<file path="src/rtl/pd_sched_if.sv">
// pd_sched_if: bundles the sensor sample inputs, the link to the shared PD
// unit and the captured per-axis term outputs of pd_sched.
// The slave modport is the scheduler's view.
interface pd_sched_if;
    logic               vld;
    logic signed [15:0] ptch_des, roll_des, yaw_des;
    logic signed [15:0] ptch_act, roll_act, yaw_act;
    logic signed [9:0]  pterm;
    logic signed [11:0] dterm;
    logic signed [15:0] pd_desired, pd_actual;
    logic               pd_vld;
    logic signed [9:0]  ptch_pterm, roll_pterm, yaw_pterm;
    logic signed [11:0] ptch_dterm, roll_dterm, yaw_dterm;
    logic               terms_rdy, busy;
    logic [7:0]         ovrn_cnt;

    modport slave (
        input  vld, ptch_des, roll_des, yaw_des, ptch_act, roll_act, yaw_act,
        input  pterm, dterm,
        output pd_desired, pd_actual, pd_vld,
        output ptch_pterm, roll_pterm, yaw_pterm,
        output ptch_dterm, roll_dterm, yaw_dterm,
        output terms_rdy, busy, ovrn_cnt
    );

    modport master (
        output vld, ptch_des, roll_des, yaw_des, ptch_act, roll_act, yaw_act,
        output pterm, dterm,
        input  pd_desired, pd_actual, pd_vld,
        input  ptch_pterm, roll_pterm, yaw_pterm,
        input  ptch_dterm, roll_dterm, yaw_dterm,
        input  terms_rdy, busy, ovrn_cnt
    );
endinterface

</file>
<file path="src/rtl/pd_sched.sv">
// pd_sched: time-multiplexes one shared PD unit over the pitch, roll and yaw
// axes in a fixed order so the PD unit's derivative queue stays axis-aligned.
// Each axis slot lasts PD_LAT+1 cycles; pd_vld marks the last slot cycle, on
// whose edge the returned P/D terms are captured for that axis.
// Optional feature: define PD_SCHED_OVRN_CNT_EN to count (saturating) the vld
// strobes dropped while a sample set is in progress; otherwise ovrn_cnt is 0.
module pd_sched #(
    parameter int PD_LAT = 2
) (
    input  logic        clk,
    input  logic        rst,
    pd_sched_if.slave   bus
);
    typedef enum logic [1:0] {IDLE, SLOT, DONE} state_t;

    localparam logic [2:0] LAST_CNT = 3'(PD_LAT);

    state_t     state_q, state_d;
    logic [1:0] axis_q, axis_d;
    logic [2:0] cnt_q, cnt_d;
    logic       accept, slot_last;

    logic signed [15:0] ptch_des_q, roll_des_q, yaw_des_q;
    logic signed [15:0] ptch_act_q, roll_act_q, yaw_act_q;
    logic signed [15:0] pd_des_q, pd_act_q;
    logic signed [9:0]  ptch_p_q, roll_p_q, yaw_p_q;
    logic signed [11:0] ptch_d_q, roll_d_q, yaw_d_q;

    // Sequencer state, axis index and slot counter registers.
    always_ff @(posedge clk) begin
        if (rst) begin
            state_q <= IDLE;
            axis_q  <= 2'd0;
            cnt_q   <= 3'd0;
        end else begin
            state_q <= state_d;
            axis_q  <= axis_d;
            cnt_q   <= cnt_d;
        end
    end

    // Next-state logic: start on vld when not busy, walk ptch/roll/yaw slots, then DONE.
    always_comb begin
        state_d   = state_q;
        axis_d    = axis_q;
        cnt_d     = cnt_q;
        accept    = 1'b0;
        slot_last = 1'b0;
        case (state_q)
            IDLE, DONE: begin
                if (bus.vld) begin
                    accept  = 1'b1;
                    state_d = SLOT;
                    axis_d  = 2'd0;
                    cnt_d   = 3'd0;
                end else begin
                    state_d = IDLE;
                end
            end
            SLOT: begin
                if (cnt_q == LAST_CNT) begin
                    slot_last = 1'b1;
                    cnt_d     = 3'd0;
                    if (axis_q == 2'd2) begin
                        state_d = DONE;
                        axis_d  = 2'd0;
                    end else begin
                        axis_d  = axis_q + 2'd1;
                    end
                end else begin
                    cnt_d = cnt_q + 3'd1;
                end
            end
            default: state_d = IDLE;
        endcase
    end

    // Sample latch, PD operand drive and per-axis term capture.
    always_ff @(posedge clk) begin
        if (rst) begin
            ptch_des_q <= '0; roll_des_q <= '0; yaw_des_q <= '0;
            ptch_act_q <= '0; roll_act_q <= '0; yaw_act_q <= '0;
            pd_des_q   <= '0; pd_act_q   <= '0;
            ptch_p_q   <= '0; roll_p_q   <= '0; yaw_p_q   <= '0;
            ptch_d_q   <= '0; roll_d_q   <= '0; yaw_d_q   <= '0;
        end else begin
            if (accept) begin
                ptch_des_q <= bus.ptch_des; roll_des_q <= bus.roll_des; yaw_des_q <= bus.yaw_des;
                ptch_act_q <= bus.ptch_act; roll_act_q <= bus.roll_act; yaw_act_q <= bus.yaw_act;
                // The pitch slot starts on the next cycle, so drive its operands straight away.
                pd_des_q   <= bus.ptch_des;
                pd_act_q   <= bus.ptch_act;
            end
            if (slot_last) begin
                case (axis_q)
                    2'd0: begin
                        ptch_p_q <= bus.pterm;
                        ptch_d_q <= bus.dterm;
                        pd_des_q <= roll_des_q;
                        pd_act_q <= roll_act_q;
                    end
                    2'd1: begin
                        roll_p_q <= bus.pterm;
                        roll_d_q <= bus.dterm;
                        pd_des_q <= yaw_des_q;
                        pd_act_q <= yaw_act_q;
                    end
                    default: begin
                        // Yaw is the final slot; operands keep the yaw sample while idle.
                        yaw_p_q <= bus.pterm;
                        yaw_d_q <= bus.dterm;
                    end
                endcase
            end
        end
    end

`ifdef PD_SCHED_OVRN_CNT_EN
    logic [7:0] ovrn_q;

    // Saturating count of vld strobes dropped while a sample set is in flight.
    always_ff @(posedge clk) begin
        if (rst) begin
            ovrn_q <= 8'd0;
        end else if (bus.vld && (state_q == SLOT) && (ovrn_q != 8'hFF)) begin
            ovrn_q <= ovrn_q + 8'd1;
        end
    end

    assign bus.ovrn_cnt = ovrn_q;
`else
    assign bus.ovrn_cnt = 8'd0;
`endif

    assign bus.pd_desired = pd_des_q;
    assign bus.pd_actual  = pd_act_q;
    assign bus.pd_vld     = (state_q == SLOT) && (cnt_q == LAST_CNT);
    assign bus.busy       = (state_q == SLOT);
    assign bus.terms_rdy  = (state_q == DONE);
    assign bus.ptch_pterm = ptch_p_q;
    assign bus.roll_pterm = roll_p_q;
    assign bus.yaw_pterm  = yaw_p_q;
    assign bus.ptch_dterm = ptch_d_q;
    assign bus.roll_dterm = roll_d_q;
    assign bus.yaw_dterm  = yaw_d_q;
endmodule

</file>
<file path="src/flat_wrapper.sv">
// flat-port wrapper written by rule: the top's interface ports become plain ports
module pd_sched_flat 
#(
    parameter int PD_LAT = 2
)
  (clk, rst, bus_vld, bus_ptch_des, bus_roll_des, bus_yaw_des, bus_ptch_act, bus_roll_act, bus_yaw_act, bus_pterm, bus_dterm, bus_pd_desired, bus_pd_actual, bus_pd_vld, bus_ptch_pterm, bus_roll_pterm, bus_yaw_pterm, bus_ptch_dterm, bus_roll_dterm, bus_yaw_dterm, bus_terms_rdy, bus_busy, bus_ovrn_cnt);
  pd_sched_if bus_i ();
  input  logic clk;
  input  logic rst;
  input wire logic [$bits(bus_i.vld)-1:0] bus_vld;
  input wire logic [$bits(bus_i.ptch_des)-1:0] bus_ptch_des;
  input wire logic [$bits(bus_i.roll_des)-1:0] bus_roll_des;
  input wire logic [$bits(bus_i.yaw_des)-1:0] bus_yaw_des;
  input wire logic [$bits(bus_i.ptch_act)-1:0] bus_ptch_act;
  input wire logic [$bits(bus_i.roll_act)-1:0] bus_roll_act;
  input wire logic [$bits(bus_i.yaw_act)-1:0] bus_yaw_act;
  input wire logic [$bits(bus_i.pterm)-1:0] bus_pterm;
  input wire logic [$bits(bus_i.dterm)-1:0] bus_dterm;
  output wire logic [$bits(bus_i.pd_desired)-1:0] bus_pd_desired;
  output wire logic [$bits(bus_i.pd_actual)-1:0] bus_pd_actual;
  output wire logic [$bits(bus_i.pd_vld)-1:0] bus_pd_vld;
  output wire logic [$bits(bus_i.ptch_pterm)-1:0] bus_ptch_pterm;
  output wire logic [$bits(bus_i.roll_pterm)-1:0] bus_roll_pterm;
  output wire logic [$bits(bus_i.yaw_pterm)-1:0] bus_yaw_pterm;
  output wire logic [$bits(bus_i.ptch_dterm)-1:0] bus_ptch_dterm;
  output wire logic [$bits(bus_i.roll_dterm)-1:0] bus_roll_dterm;
  output wire logic [$bits(bus_i.yaw_dterm)-1:0] bus_yaw_dterm;
  output wire logic [$bits(bus_i.terms_rdy)-1:0] bus_terms_rdy;
  output wire logic [$bits(bus_i.busy)-1:0] bus_busy;
  output wire logic [$bits(bus_i.ovrn_cnt)-1:0] bus_ovrn_cnt;
  assign bus_i.vld = bus_vld;
  assign bus_i.ptch_des = bus_ptch_des;
  assign bus_i.roll_des = bus_roll_des;
  assign bus_i.yaw_des = bus_yaw_des;
  assign bus_i.ptch_act = bus_ptch_act;
  assign bus_i.roll_act = bus_roll_act;
  assign bus_i.yaw_act = bus_yaw_act;
  assign bus_i.pterm = bus_pterm;
  assign bus_i.dterm = bus_dterm;
  assign bus_pd_desired = bus_i.pd_desired;
  assign bus_pd_actual = bus_i.pd_actual;
  assign bus_pd_vld = bus_i.pd_vld;
  assign bus_ptch_pterm = bus_i.ptch_pterm;
  assign bus_roll_pterm = bus_i.roll_pterm;
  assign bus_yaw_pterm = bus_i.yaw_pterm;
  assign bus_ptch_dterm = bus_i.ptch_dterm;
  assign bus_roll_dterm = bus_i.roll_dterm;
  assign bus_yaw_dterm = bus_i.yaw_dterm;
  assign bus_terms_rdy = bus_i.terms_rdy;
  assign bus_busy = bus_i.busy;
  assign bus_ovrn_cnt = bus_i.ovrn_cnt;
  pd_sched #(.PD_LAT(PD_LAT)) u_core (.clk(clk), .rst(rst), .bus(bus_i));
endmodule
</file>
<file path="config.mk">
export PLATFORM = sky130hd
export DESIGN_NAME = pd_sched_flat
export DESIGN_NICKNAME = d
export VERILOG_FILES = /design/src/rtl/pd_sched_if.sv /design/src/rtl/pd_sched.sv /design/src/flat_wrapper.sv
export SDC_FILE = /design/constraint.sdc
export NUM_CORES = 1
export LEC_CHECK = 0
export ABC_AREA = 1
export BUFFER_PORTS_ARGS = -buffer_cell sky130_fd_sc_hd__buf_2
export CORE_MARGIN = 3
export CORE_UTILIZATION = 50
export DETAILED_ROUTE_END_ITERATION = 8
export GPL_ROUTABILITY_DRIVEN = 1
export GPL_TIMING_DRIVEN = 0
export PLACE_DENSITY = 0.9
export SYNTH_ARGS = -nofsm -noshare
export SYNTH_HDL_FRONTEND = slang
export SYNTH_SLANG_ARGS = --single-unit
</file>
<file path="constraint.sdc">
create_clock -name clk -period 1.67 [get_ports clk]
set_input_delay 0.0835 -clock clk [delete_from_list [all_inputs] [get_ports clk]]
set_output_delay 0.0835 -clock clk [all_outputs]
set_load 0.05 [all_outputs]
</file>
# Word level (Yosys, flattened, before mapping)
# Cells that the tools add are included.
# word_totals
regBits,169
out_inout_bits,109
elab_cells,59
# classes
addsub,2
n_eq_ne,8
muxes,21
bitwise_logic,1
n_reduce_logical,12
# ops
operator,n
16-bit 2-to-1 mux,4
16-bit case mux with 2 select lines,2
2-bit 2-to-1 mux,5
2-bit AND reduction,5
2-bit case mux with 2 select lines,2
3-bit 2-to-1 mux,2
3-bit case mux with 2 select lines,1
1-bit 2-to-1 mux,5
"2-bit by 1-bit == test with 1-bit output, second input constant",2
"2-bit == test, second input constant",2
2-bit logical NOT,2
"2-bit by 1-bit inequality test with 1-bit output, second input constant",2
2-bit OR reduction,2
"3-bit by 1-bit adder with 3-bit output, second input constant",1
"3-bit by 2-bit == test with 1-bit output, second input constant",1
3-bit AND reduction,1
"2-bit by 1-bit adder with 2-bit output, second input constant",1
"2-bit inequality test, second input constant",1
2-bit nonzero test,1
1-bit logical AND,1
1-bit NOT,1

# Depth between registers and ports, before layout
# Gate-level depths: netlist of the first run.
# logic_depth
ltp_word,6
mapped_depth,9
mapped_depth_nobuf,7

# Least setup slack after synthesis of the first run
# No wires, ideal clock.
# synth_path
kind,flip-flop to flip-flop
start,register u_core.state_q[0]
end,"register u_core.roll_d_q[0], in the netlist u_core.bus.roll_dterm[0]"
setup_ns,0.114
t_arrival_ns,1.383
required_ns,1.556
slack_ns,0.173
path_stages_with_launch,9
n_path_buf,1
synth_period_minus_slack_ns,1.497
path_cell_list,dfxtp_1 inv_2 nor2_4 nand2_1 nor2_4 buf_4 nand2_1 nand2_1 nor2_1
# synth_between
elab_chain_cells,3
# synth_lines
item,line_no,rtl
from (decl),pd_sched.sv:18,"state_t state_q, state_d;"
from (signal assigned),pd_sched.sv:36,state_q <= state_d;
2-bit by 1-bit == test with 1-bit output,-,
net bus_busy,flat_wrapper.sv:29,output wire logic [$bits(bus_i.busy)-1:0] bus_busy;
1-bit 2-to-1 mux,pd_sched.sv:49,case (state_q)
2-bit AND reduction (no line),-,
to (signal assigned),pd_sched.sv:104,roll_d_q <= bus.dterm;
to (decl),pd_sched.sv:27,"logic signed [11:0] ptch_d_q, roll_d_q, yaw_d_q;"
# The timed path passes the listed nets, and every way through them passes these cells.
# A chain may end at the register's enable or synchronous reset.

# Worst setup path in the final report of the first run
# layout_path
start,register u_core.cnt_q[1]
end,output bus_pd_vld
# layout_between
elab_chain_cells,2
# layout_lines
item,line_no,rtl
from (decl),pd_sched.sv:20,"logic [2:0] cnt_q, cnt_d;"
from (signal assigned),pd_sched.sv:38,cnt_q <= cnt_d;
3-bit by 2-bit == test with 1-bit output,pd_sched.sv:137,assign bus.pd_vld = (state_q == SLOT) && (cnt_q == LAST_CNT);
1-bit logical AND,pd_sched.sv:137,
to (decl),flat_wrapper.sv:21,output wire logic [$bits(bus_i.pd_vld)-1:0] bus_pd_vld;
# No other way between the ends.

==> results of run 1 <==
==> path summary, 6_finish.rpt <==
path / from / endpoint / slack [ns] / depth (start not counted)
setup / recovery: u_core.cnt_q[1]$_SDFFE_PP0P_ / bus_pd_vld / 0.07 / 5
hold / removal: bus_ptch_act[8] / u_core.bus.pd_actual[8]$_SDFF_PP0_ / -0.004 / 5
setup reg to reg: u_core.state_q[0]$_SDFFE_PP0P_ / u_core.yaw_des_q[0]$_SDFFE_PP0N_ / 0.10 / 6
hold reg to reg: u_core.bus.yaw_pterm[4]$_SDFFE_PP0P_ / u_core.bus.yaw_pterm[4]$_SDFFE_PP0P_ / 0.47 / 2
==> stage by stage <==
step           worst slack [ns]  std cells  instance area (µm²)
2_1_floorplan             0.173       1075                 7200
3_5_place_dp             0.0899       1476                 8530
5_1_grt                -0.00634       1600                10000
3_3_place_gp              0.104       1476                 8530
4_1_cts                  0.0104       1598                 9990
6_report                 0.0710       1600                10000
==> routing by layer <==
| layer | global-route usage | share of wire | vias to the layer above |
|---|---|---|---|
| met4 | 0.165 | 0.043 | 0 |
| li1 | - | - | 3989 |
| met3 | 0.0674 | 0.089 | 93 |
| met1 | 0.344 | 0.37 | 3685 |
| met5 | 0 | 0 | - |
| met2 | 0.533 | 0.50 | 499 |
==> state kept, by name, indices dropped and copies added (netlist names) <==
| signal | cells |
|---|---|
| u_core.bus.yaw_dterm | 12 |
| u_core.bus.roll_dterm | 12 |
| u_core.yaw_act_q | 16 |
| u_core.state_q | 2 |
| u_core.roll_act_q | 16 |
| u_core.roll_des_q | 16 |
| u_core.cnt_q | 3 |
| u_core.bus.ptch_dterm | 12 |
| u_core.bus.pd_actual | 16 |
| u_core.axis_q | 2 |
| u_core.bus.pd_desired | 16 |
| u_core.bus.ptch_pterm | 10 |
| u_core.yaw_des_q | 16 |
| u_core.bus.roll_pterm | 10 |
| u_core.bus.yaw_pterm | 10 |
==> synthesized netlist by cell type (all sizes together) <==
library cell / instances
nand2: 324
nor2: 269
dfxtp: 169
nand3: 82
o21ai: 64
buf: 57
a21oi: 38
inv: 33
clkbuf: 26
nand4: 3
conb: 1
nor3: 1
or2: 1
==> logic make-up after synthesis <==
logic type | synth area share
other | 0.000523
AOI/OAI and AO/OA | 0.0711
and+or+nand+nor | 0.377
buffers and inverters | 0.0795
DFF | 0.471
==> repair_timing <==
action	4_1_cts	5_1_grt
endpoints found under the hold margin	88	0
pin swaps	2	1
hold buffers	88	0
resized for setup	6	13
setup buffers	2	2
setup endpoints to repair	1	21
==> power breakdown <==
group / leakage [nW] / internal (mW) / switching [mW]
clock network: 0.258 / 1.95 / 1.68
logic: 3.33 / 0.537 / 0.883
registers: 1.38 / 4.22 / 0.109
total: 4.97 / 6.72 / 2.68
==> worst min-delay path, stage by stage <==
cell and delay [ns]:
buf_2 0.10, nand2_1 0.05, nand2_1 0.04, nand2_1 0.05
a21oi_1 0.05
==> final cells by class <==
cell class	count	area (µm²)
plain buffers	83	464
clock buffers	19	443
clock inverters	13	96.3
fillers	1021	3920
inverters	33	124
multi-input cells	790	3250
flip-flops and latches	169	3380
well taps	180	225
repair buffers	313	2020
==> results.cfg, run 1 <==
[status]
outcome = complete, but fails checks
violations = negative hold slack

[routing]
drt_iter0_drc = 735
viasPerCell = 5.17
drc = 0
dr.pass1.iters = 6
wl_per_cell_um = 15.3
routed_wl_um = 24500
route.vias.total = 8266
ant_nets = 0

[layout]
fin_nets = 1528
antennaDiodeCount = 0
area_delta_synth_final_pct = 39.5
most-common-layout-cells = nand2_1, nor2_1, buf_2, dfxtp_1, dlygate4sd3_1
post-route-util = 0.719
final_common_cell = nand2_1
final_layout_size_suffix_gt1_frac = 0.228

[floorplan]
dieWidth_um = 126
core_area_um2 = 13900
die_area_um2 = 15800
ioPinCount = 230
rows = 43
die_h_um = 126
start_util = 0.515

[sta]
min_period_ns = 1.60
slew_headroom = 0.534
drv_slew = 0
fin_crit_sh = 0.957
hold_slack_ns = -0.00402
hold_violations = 1
fmax_ghz = 0.625
tns_ns = 0
setup_violations = 0
finClkSkew_ns = 0.00710
tightest_slew_ns = 0.698

[clock_tree]
cts_tree = built
cts.clk_slew.worst_paths_ns = 0.07
clk_latency_ns = 0.43
root_buffer = clkbuf_16
cts_sinks = 169
cts-htree-levels = 4
clockBufferDepth = 2
cts_buffers = 17

[worst_setup_path]
slowest_delay_ns = 0.31
start_kind = register
cp_top_family = buffers and inverters
critPathMaxFanout = 8
cpMaxStageDelayCell = dfxtp_1
cp_common_cell = buf_6
arrival_ns = 1.52
cp_num_buf_inv = 3
end_kind = primary output
worstSetupPathType = reg -> out
cp.required_ns = 1.59
crit_chain = clkbuf_2 -> nand2_4 -> nor2_4 -> buf_6 -> buf_6

[power_and_ir_drop]
peakVddDrop_mv = 0.685
leakage_nw = 4.97
power.density_nw_per_um2 = 938
total_power_mw = 9.39

[synth]
synth_area_leader_cell = dfxtp_1
syn_area_um2 = 7180
synth_seq_cells = 169
synth_top_area_frac = 0.471
ys_seq_area_frac = 0.471
postSynthAreaPerCell_um2 = 6.72
ys_warn_count = 0
syn_inst = 1068
ys_top_cells_by_area = dfxtp_1, nand2_1, nor2_1
synth_cell_types = 22

[grt]
grt_usage = 0.304
antenna_found_initial = 0
grt_pass1_wl_um = 39100
grt_pass1_vias = 8096
grt_max_degree = 17
overflow = 0

[run]
cap_violations = 0

[placement]
gp_congestion = 0.895
port_buffers = 221
dpl.hpwl_um = 15700

[worst_hold_path]
hold_class = in -> reg
No activity file was read; power rests on OpenSTA's default activity.
==> inputs of run 2 (changes only) <==
- CAP_MARGIN: unset -> 30
- REMOVE_ABC_BUFFERS: unset -> 1
- clock period: 1.67 -> 1.75 ns (I/O delays scaled with it)
==> run 2 against run 1 <==
  * The flow now finishes without violations
  * Non-clock buffer count is 66 lower
  * Combinational power is 5% lower
  * Cell count is 3.8% lower
  * Global-route usage is 1.6 points higher
  * Largest power group unchanged
  * Count of clock-buffer cells in the layout is 1 higher
  * Utilization is 1.3 points higher
  * Via count is 1.3% higher
==> results.cfg, run 2 (synthesis results as in run 1) <==
[routing]
viasPerCell = 5.44
drt_iter0_drc = 757
ant_nets = 0
drc = 0
dr.pass1.iters = 5
route.vias.total = 8374
wl_per_cell_um = 17.1
routed_wl_um = 26300

[grt]
grt_usage = 0.320
grt_use_met2 = 0.539
overflow = 0
grt_max_degree = 75
grt_pass1_vias = 7866
antenna_found_initial = 1
grtUsageMet1 = 0.370
grtUsageMet3 = 0.0797
grt_pass1_wl_um = 40500
top_usage_layer = met2

[layout]
most-common-layout-cells = nand2_1, nor2_1, buf_2, dfxtp_1, nand3_1
final_common_cell = nand2_1
area_delta_synth_final_pct = 42.1
post-route-util = 0.732
final_layout_size_suffix_gt1_frac = 0.230
fin_cells = 1540
nFillCells = 961
fin_nets = 1470

[power_and_ir_drop]
peakVddDrop_mv = 0.661
power.density_nw_per_um2 = 931
total_power_mw = 9.50
leakage_nw = 4.95

[sta]
grt_setup_unrepaired = false
tns_ns = 0
slew_headroom = 0.386
min_period_ns = 1.70
setup_violations = 0
fmax_ghz = 0.590
tightest_slew_ns = 0.921
finClkSkew_ns = 0.00747
drv_slew = 0
fin_crit_sh = 0.969
hold_violations = 0

[worst_hold_path]
hold_class = in -> reg

[clock_tree]
cts_sinks = 169
clk_latency_ns = 0.42
cts-htree-levels = 4
clockBufferDepth = 2
cts.clk_slew.worst_paths_ns = 0.07
root_buffer = clkbuf_16
cts_buffers = 17
cts_tree = built

[floorplan]
core_area_um2 = 13900
ioPinCount = 230
dieWidth_um = 126
die_area_um2 = 15800
start_util = 0.515
die_h_um = 126
rows = 43

[worst_setup_path]
start_kind = register
worstSetupPathType = reg -> reg
end_kind = register
cp.required_ns = 2.10
arrival_ns = 2.04
critPathMaxFanout = 29

[placement]
dpl.hpwl_um = 12800
port_buffers = 221
placed_cells = 1401
gp_congestion = 0.842

[status]
outcome = finished, final reports clean

[run]
cap_violations = 0
[run 2: cell types whose count changed in the layout (fill, tap and decap cells not counted), sizes merged, moves of 5 or more]
cell and delta:
buf -30, clkbuf -25, dlygate4sd3 -12, nor2 +6, bufinv +5, inv -5
[run 2: final timing paths]
check / start / endpoint / slack, ns / cells after the start
hold reg to reg: u_core.bus.yaw_pterm[5]$_SDFFE_PP0P_ / u_core.bus.yaw_pterm[5]$_SDFFE_PP0P_ / 0.48 / 2
setup reg to reg: u_core.axis_q[1]$_SDFFE_PP0P_ / u_core.bus.ptch_dterm[1]$_SDFFE_PP0P_ / 0.05 / 8
hold / removal: bus_dterm[1] / u_core.bus.roll_dterm[1]$_SDFFE_PP0P_ / 0.02 / 5
setup / recovery: u_core.axis_q[1]$_SDFFE_PP0P_ / u_core.bus.ptch_dterm[1]$_SDFFE_PP0P_ / 0.05 / 8
[run 2: critical path, stage by stage (launching register included)]
cell and delay (ns):
dfxtp_2 0.37, buf_16 0.19, nor2_4 0.15, buf_16 0.20
inv_1 0.14, nor2_4 0.21, buf_4 0.16, nor2_1 0.05
nor2_1 0.12
[run 2: area by class of cell]
class	instances	area, µm²	area share
Sequential cell	169	3390	0.333
Multi-Input combinational cell	798	3400	0.334
Antenna cell	1	2.50	0.000245
Inverter	33	168	0.0164
Clock inverter	9	175	0.0172
Tap cell	180	225	0.0221
Timing Repair Buffer	330	2390	0.235
Clock buffer	20	437	0.0428
[run 2: stage by stage]
| step | setup slack, ns | instance area (µm²) | hold slack, ns |
|---|---|---|---|
| 5_1_grt | 0.0228 | 10200 | 0.0234 |
| 3_5_place_dp | -1.08 | 8310 | 0.341 |
| 4_1_cts | 0.00332 | 10000 | 0.00159 |
| 3_3_place_gp | -3.78 | 8090 | 0.338 |
| 6_report | 0.0547 | 10200 | 0.0197 |
| 2_1_floorplan | -1.57 | 6760 | 0.157 |
[run 2: power by group]
| group | internal, mW | total (mW) | leakage (nW) | switching (mW) |
|---|---|---|---|---|
| Clock | 2.51 | 4.00 | 0.292 | 1.50 |
| Sequential | 4.03 | 4.14 | 1.38 | 0.112 |
| Combinational | 0.498 | 1.35 | 3.28 | 0.854 |
| Total | 7.03 | 9.50 | 4.95 | 2.46 |
[run 2: per-layer routing]
layer | wire, µm | part of all wire | vias to the layer above
met5 | 0 | 0 | -
met1 | 9430 | 0.36 | 3729
met2 | 12700 | 0.49 | 658
met3 | 2880 | 0.11 | 120
li1 | - | - | 3867
met4 | 1200 | 0.046 | 0
[run 2: repair_timing]
action | 4_1_cts | 5_1_grt
endpoints found under the setup margin | 158 | 96
setup buffers | 14 | 9
hold buffers | 76 | 0
resized for setup | 22 | 17
pin swaps | 9 | 7
gates cloned | 10 | 1
hold endpoints to repair | 77 | 0
